File: src/rtl/dm_ctrl_pkg.sv
// Shared definitions for the data-memory controller: DM access type codes,
// controller state encoding and default memory depth.
package dm_ctrl_pkg;

  localparam int unsigned DM_DEPTH = 1024;

  localparam logic [2:0] DM_w  = 3'd0;
  localparam logic [2:0] DM_h  = 3'd1;
  localparam logic [2:0] DM_hu = 3'd2;
  localparam logic [2:0] DM_b  = 3'd3;
  localparam logic [2:0] DM_bu = 3'd4;

  typedef enum logic [1:0] {
    DMC_INIT  = 2'd0,
    DMC_IDLE  = 2'd1,
    DMC_ISSUE = 2'd2,
    DMC_RESP  = 2'd3
  } dmc_state_t;

endpackage

File: src/rtl/dm_rr_pick.sv
// Two-requester round-robin picker: a lone valid is granted, and on a tie
// the port that was not granted last time wins.
module dm_rr_pick (
  input  logic valid0,
  input  logic valid1,
  input  logic last,
  output logic grant0,
  output logic grant1
);

  assign grant0 = valid0 & (~valid1 | last);
  assign grant1 = valid1 & (~valid0 | ~last);

endmodule

File: src/rtl/dm_ctrl.sv
// Data-memory sequencer/arbiter: zero-fills DM after reset, then serves
// single-beat loads/stores from two requesters with a registered response.
module dm_ctrl
  import dm_ctrl_pkg::*;
#(
  parameter int unsigned DEPTH      = DM_DEPTH,
  parameter bit          INIT_CLEAR = 1'b1
) (
  input  logic        clk,
  input  logic        reset,
  input  logic        req0_valid,
  output logic        req0_ready,
  input  logic        req0_we,
  input  logic [2:0]  req0_type,
  input  logic [31:0] req0_addr,
  input  logic [31:0] req0_wdata,
  input  logic [31:0] req0_pc,
  output logic        rsp0_valid,
  output logic        rsp0_err,
  output logic [31:0] rsp0_rdata,
  input  logic        req1_valid,
  output logic        req1_ready,
  input  logic        req1_we,
  input  logic [2:0]  req1_type,
  input  logic [31:0] req1_addr,
  input  logic [31:0] req1_wdata,
  input  logic [31:0] req1_pc,
  output logic        rsp1_valid,
  output logic        rsp1_err,
  output logic [31:0] rsp1_rdata,
  output logic        dm_wr,
  output logic [2:0]  dm_type,
  output logic [31:0] dm_addr,
  output logic [31:0] dm_wd,
  output logic [31:0] dm_pc,
  input  logic [31:0] dm_rdata,
  output logic        init_done
);

  localparam int unsigned CW = (DEPTH > 1) ? $clog2(DEPTH) : 1;
  localparam logic [CW-1:0] CNT_LAST = CW'(DEPTH - 1);

  dmc_state_t state, state_nx;

  // Reset release is sampled here: nothing acts until the first edge with reset high.
  logic          active;
  logic [CW-1:0] cnt;
  logic          last_grant;
  logic          grant0, grant1, hs, init_drv;

  logic          sel_we, sel_err;
  logic [2:0]    sel_type;
  logic [31:0]   sel_addr, sel_wdata, sel_pc;

  logic          l_we, l_err, l_port;
  logic [2:0]    l_type;
  logic [31:0]   l_addr, l_wdata, l_pc;

  dm_rr_pick u_pick (
    .valid0 (req0_valid),
    .valid1 (req1_valid),
    .last   (last_grant),
    .grant0 (grant0),
    .grant1 (grant1)
  );

  assign req0_ready = (state == DMC_IDLE) & active & grant0;
  assign req1_ready = (state == DMC_IDLE) & active & grant1;
  assign hs         = req0_ready | req1_ready;
  assign init_drv   = (state == DMC_INIT) & active;

  assign sel_we    = grant1 ? req1_we    : req0_we;
  assign sel_type  = grant1 ? req1_type  : req0_type;
  assign sel_addr  = grant1 ? req1_addr  : req0_addr;
  assign sel_wdata = grant1 ? req1_wdata : req0_wdata;
  assign sel_pc    = grant1 ? req1_pc    : req0_pc;

  always_comb begin
    sel_err = 1'b0;
    case (sel_type)
      DM_w:    sel_err = (sel_addr[1:0] != 2'b00);
      DM_h:    sel_err = sel_addr[0];
      DM_hu:   sel_err = sel_addr[0] | sel_we;
      DM_b:    sel_err = 1'b0;
      DM_bu:   sel_err = sel_we;
      default: sel_err = 1'b1;
    endcase
  end

  always_ff @(posedge clk or negedge reset) begin
    if (!reset) state <= INIT_CLEAR ? DMC_INIT : DMC_IDLE;
    else        state <= state_nx;
  end

  always_comb begin
    state_nx = state;
    case (state)
      DMC_INIT:  if (init_drv && cnt == CNT_LAST) state_nx = DMC_IDLE;
      DMC_IDLE:  if (hs) state_nx = DMC_ISSUE;
      DMC_ISSUE: state_nx = DMC_RESP;
      DMC_RESP:  state_nx = DMC_IDLE;
      default:   state_nx = DMC_IDLE;
    endcase
  end

  always_ff @(posedge clk or negedge reset) begin
    if (!reset) begin
      active     <= 1'b0;
      cnt        <= '0;
      last_grant <= 1'b1;
      init_done  <= 1'b0;
      l_we       <= 1'b0;
      l_err      <= 1'b0;
      l_port     <= 1'b0;
      l_type     <= '0;
      l_addr     <= '0;
      l_wdata    <= '0;
      l_pc       <= '0;
      rsp0_valid <= 1'b0;
      rsp0_err   <= 1'b0;
      rsp0_rdata <= '0;
      rsp1_valid <= 1'b0;
      rsp1_err   <= 1'b0;
      rsp1_rdata <= '0;
    end else begin
      active     <= 1'b1;
      rsp0_valid <= 1'b0;
      rsp1_valid <= 1'b0;
      if (init_drv) cnt <= cnt + CW'(1);
      if (active && state_nx != DMC_INIT) init_done <= 1'b1;
      if (hs) begin
        l_we       <= sel_we;
        l_err      <= sel_err;
        l_port     <= grant1;
        l_type     <= sel_type;
        l_addr     <= sel_addr;
        l_wdata    <= sel_wdata;
        l_pc       <= sel_pc;
        last_grant <= grant1;
      end
      // Response is captured at the ISSUE edge, so rsp_* never see dm_rdata combinationally.
      if (state == DMC_ISSUE) begin
        if (l_port) begin
          rsp1_valid <= 1'b1;
          rsp1_err   <= l_err;
          rsp1_rdata <= (l_we | l_err) ? '0 : dm_rdata;
        end else begin
          rsp0_valid <= 1'b1;
          rsp0_err   <= l_err;
          rsp0_rdata <= (l_we | l_err) ? '0 : dm_rdata;
        end
      end
    end
  end

  assign dm_wr   = init_drv | ((state == DMC_ISSUE) & l_we & ~l_err);
  assign dm_type = init_drv ? DM_w : l_type;
  assign dm_addr = init_drv ? (32'(cnt) << 2) : l_addr;
  assign dm_wd   = init_drv ? '0 : l_wdata;
  assign dm_pc   = init_drv ? '0 : l_pc;

endmodule

File: config.mk
export PLATFORM = sky130hd
export DESIGN_NAME = dm_ctrl
export DESIGN_NICKNAME = d
export VERILOG_FILES = /design/src/rtl/dm_ctrl_pkg.sv /design/src/rtl/dm_rr_pick.sv /design/src/rtl/dm_ctrl.sv
export SDC_FILE = /design/constraint.sdc
export NUM_CORES = 1
export LEC_CHECK = 0
export BUFFER_PORTS_ARGS = -buffer_cell sky130_fd_sc_hd__buf_2
export CAP_MARGIN = 5
export CORE_MARGIN = 3
export CORE_UTILIZATION = 35
export CTS_BUF_LIST = sky130_fd_sc_hd__clkbuf_8
export DETAILED_ROUTE_END_ITERATION = 6
export GPL_ROUTABILITY_DRIVEN = 0
export PLACE_DENSITY_LB_ADDON = 0.05
export SLEW_MARGIN = 10
export SYNTH_ARGS = -nofsm -noshare
export SYNTH_HDL_FRONTEND = slang
export SYNTH_SLANG_ARGS = --single-unit
File: constraint.sdc
create_clock -name clk -period 1.8 [get_ports clk]
set_input_delay 0.18 -clock clk [delete_from_list [all_inputs] [get_ports clk]]
set_output_delay 0.18 -clock clk [all_outputs]
set_load 0.02 [all_outputs]
==> summary.md <==
| Metric | Value |
|---|---|
| Slew Limit Fails | `0` |
| Clock Skews | `between 0.02 and 0.025 ns` |
| VDD IR max | `a little under 0.9 mV` |
| Layout area overhead | `68.6%` |
| DRT Pass-1 Iters | `5` |
| Power Density | `approximately 1700 nW/um2` |
| Combinational power share | `between 50% and 60%` |
| Post-synthesis cell type count | `41` |
| Setup TNS | `-28.54 ns` |
| CTS max path bufs | `2` |
| Die ar. | `27,500 um2` |
| Clock tree from TritonCTS | `yes` |
| GRT Resource Usage Total | `between 20 and 25%` |
| CTS buffer count | `17` |
| Number of H-tree levels | `4` |
| Critical-path maximum fanout | `6` |
| Switching Fraction | `a little over two fifths` |
| NumNets Final | `roughly 1.7k` |
| Initial antenna violation count | `4` |
| Startpoint types | `flip-flop` |
| IO Port Bufs | `406` |
| Synth Flop Type | `dfrtp_1` |
| DRC viols | `0` |
| Initial Utilization | `a little over a third` |
| Layout Cells excl Fill | `1,781` |
| Worst endpoint required time | `1.62 ns` |
| DR iter-0 viols | `428` |
| Warnings, synthesis | `0` |
| Syn Nets | `between 1k and 1.5k` |
| DR WL/cell | `around 18 um` |
| Share of power burned in the clock network | `a little over a tenth` |
| Pre-CTS setup slack | `about 0.15 ns` |
| Worst skew pair latency | `between 0.4 and 0.5 ns` |
| Multi-input logic area | `between 4000 and 5000 um2` |
| Filler cells | `2,112` |
| Fin crit period | `2.04 ns` |
| Top Ports | `407` |
| Clock root buffer | `clkbuf_8` |
| Post-Syn Area | `approximately 8900 um2` |
| Register area share after synthesis | `about 52%` |
| Top cells by area, synth | `dfrtp_1, mux2i_1, nor2b_1, a21oi_2, nand2_1` |
| Num Clock Sinks | `roughly 190` |
| Vias per cell | `~4.7` |
| Hold_ws | `around 0.025 ns` |
| EDFF count, synth | `0` |
| Antenna-violating nets left | `0` |
| Dominant cell type by area after synthesis | `dfrtp_1` |
| Chip Width | `roughly 170 um` |
| RSZ-0062 raised after global routing | `true` |
| Synth cell count leaders | `dfrtp_1, nand2_1, mux2i_1` |
| Count leader, synth | `dfrtp_1` |
| Crit path kind | `reg -> out` |
| Placed Instances | `approximately 1.6k` |
| Register Area | `around 4600 um2` |
| Vias | `around 8.4k` |
| Largest net degree at the start of global routing | `between 70 and 80` |
| Layout cells sized above 1 | `about half` |
| Fin. Hold Viols | `0` |
| Failing checks | `negative setup slack` |
| Psw | `between 0.01 and 0.015 W` |
| Rows | `57` |
| Seq cells post-synth | `approximately 190` |
| Routed WL | `roughly 33 mm` |
| Leakage | `7.14 nW` |
| Vias in the first global route | `~8.2k` |
| Int Pwr | `0.0141 W` |
| Arrival time at the worst endpoint | `1.86 ns` |
| Clk slew on worst S/H paths | `roughly 0.11 ns` |
| MaxCap Viol Count | `0` |
| Hold Path Class | `in -> reg` |
| Final WS setup | `-0.239 ns` |
| Final core occ | `between 60% and 70%` |
| Sequential Power Share | `between 20% and 30%` |
| Final HPWL DP | `20.1 mm` |
| Height of the die | `between 150 and 200 um` |
| Crit. End Element | `primary output` |
| Max Fclk | `0.490 GHz` |
| Yosys top cell area share | `approximately half` |
| Fraction of registers with async set/reset | `100%` |
| First-pass GRT wire length | `45.0 mm` |
| Final setup fails | `just over 200` |
| Syn avg cell area | `slightly above 10 um2` |
| Outcome | `finished with violations` |
| Final worst path period share | `113%` |
| GRT overflow | `0` |
| Floorplan core area | `~25,000 um2` |
| Cells after synthesis | `around 880` |
-- metrics by stage --
stage          cell area [um2]  power (W)
6_report                 15100     0.0252
3_3_place_gp             11400     0.0180
4_1_cts                  13500     0.0225
2_1_floorplan             8940     0.0142
3_5_place_dp             11400     0.0181
5_1_grt                  15100     0.0267
-- routing by layer --
metal	track usage, %	vias to the layer above	routed length, um
li1	-	4082	-
met1	25.7	4002	13800
met2	35.1	295	16500
met3	5.09	38	1910
met4	5.68	4	619
met5	0	-	17
-- timing repair --
| action | in CTS | in global routing |
|---|---|---|
| gates resized for setup | 128 | 214 |
| pin swaps | 4 | 1 |
| cloned | 5 | 33 |
| endpoints found under the setup margin | 100 | 209 |
| setup buffers | 11 | 18 |
| hold buffers | 105 | 0 |
| endpoints found under the hold margin | 153 | 0 |
-- worst max-delay path, stage by stage, from the launching register on --
cell	delay, ns
dfrtp_1	0.42
nor3b_4	0.23
buf_6	0.17
buf_12	0.14
mux2_4	0.31
buf_6	0.13
-- kinds of logic after synthesis --
logic type,after synthesis,share of synthesized area (%)
buf+inv,71,5.04
other cells,1,0.0420
fa+ha+maj,1,0.140
simple gates,322,16.9
compound gates,183,12.7
xor+xnor,9,0.882
flops,185,51.8
mux,110,12.5
-- path summary, 6_finish.rpt --
kind / from / to / slack [ns] / cells past startpoint
worst max register to register: state[1] / l_pc[5] / -0.17 / 11
max in group asynchronous: reset / last_grant / 0.88 / 3
worst min register to register: rsp1_rdata[26] / rsp1_rdata[26] / 0.48 / 2
worst max-delay path: state[0] / dm_addr[5] / -0.24 / 5
min in group asynchronous: reset / rsp0_rdata[7] / 0.22 / 2
worst min-delay path: req1_addr[7] / l_addr[7] / 0.03 / 3
-- state kept, by name (all words and copies together) (netlist names), 2 cells and up --
signal and count:
l_pc 32, rsp0_rdata 32, rsp1_rdata 32, state 2, cnt 10, l_addr 32
l_type 3, l_wdata 32
-- power by group through the flow --
stage / clock, W / combinational, W / sequential, W
6_report: 0.00273 / 0.0150 / 0.00744
2_1_floorplan: 0 / 0.00634 / 0.00787
5_1_grt: 0.00297 / 0.0161 / 0.00768
4_1_cts: 0.00281 / 0.0125 / 0.00716
3_3_place_gp: 0 / 0.0107 / 0.00724
3_5_place_dp: 0 / 0.0108 / 0.00723
-- cell usage in the layout, fill, tap and decap left out, drive strengths merged, types with 3 or more instances in the layout --
| cell | n |
|---|---|
| a21oi | 102 |
| xnor2 | 8 |
| inv | 15 |
| nor2b | 92 |
| mux2 | 11 |
| clkinv | 5 |
| buf | 480 |
| o21ai | 68 |
| dlygate4sd3 | 105 |
| nand2 | 106 |
| dfrtp | 184 |
| mux2i | 99 |
| a31oi | 3 |
| clkbuf | 38 |
| nand3 | 5 |
| nor2 | 108 |
-- cell type report --
class	count	area share, %
Timing Repair Buffer	605	33.0
Inverter	8	0.199
Multi-Input combinational cell	626	30.9
Clock inverter	14	0.864
Clock buffer	18	1.64
Tap cell	324	2.69
Sequential cell	185	30.7
Antenna cell	1	0.0166
(Power assumes the default switching activity.)
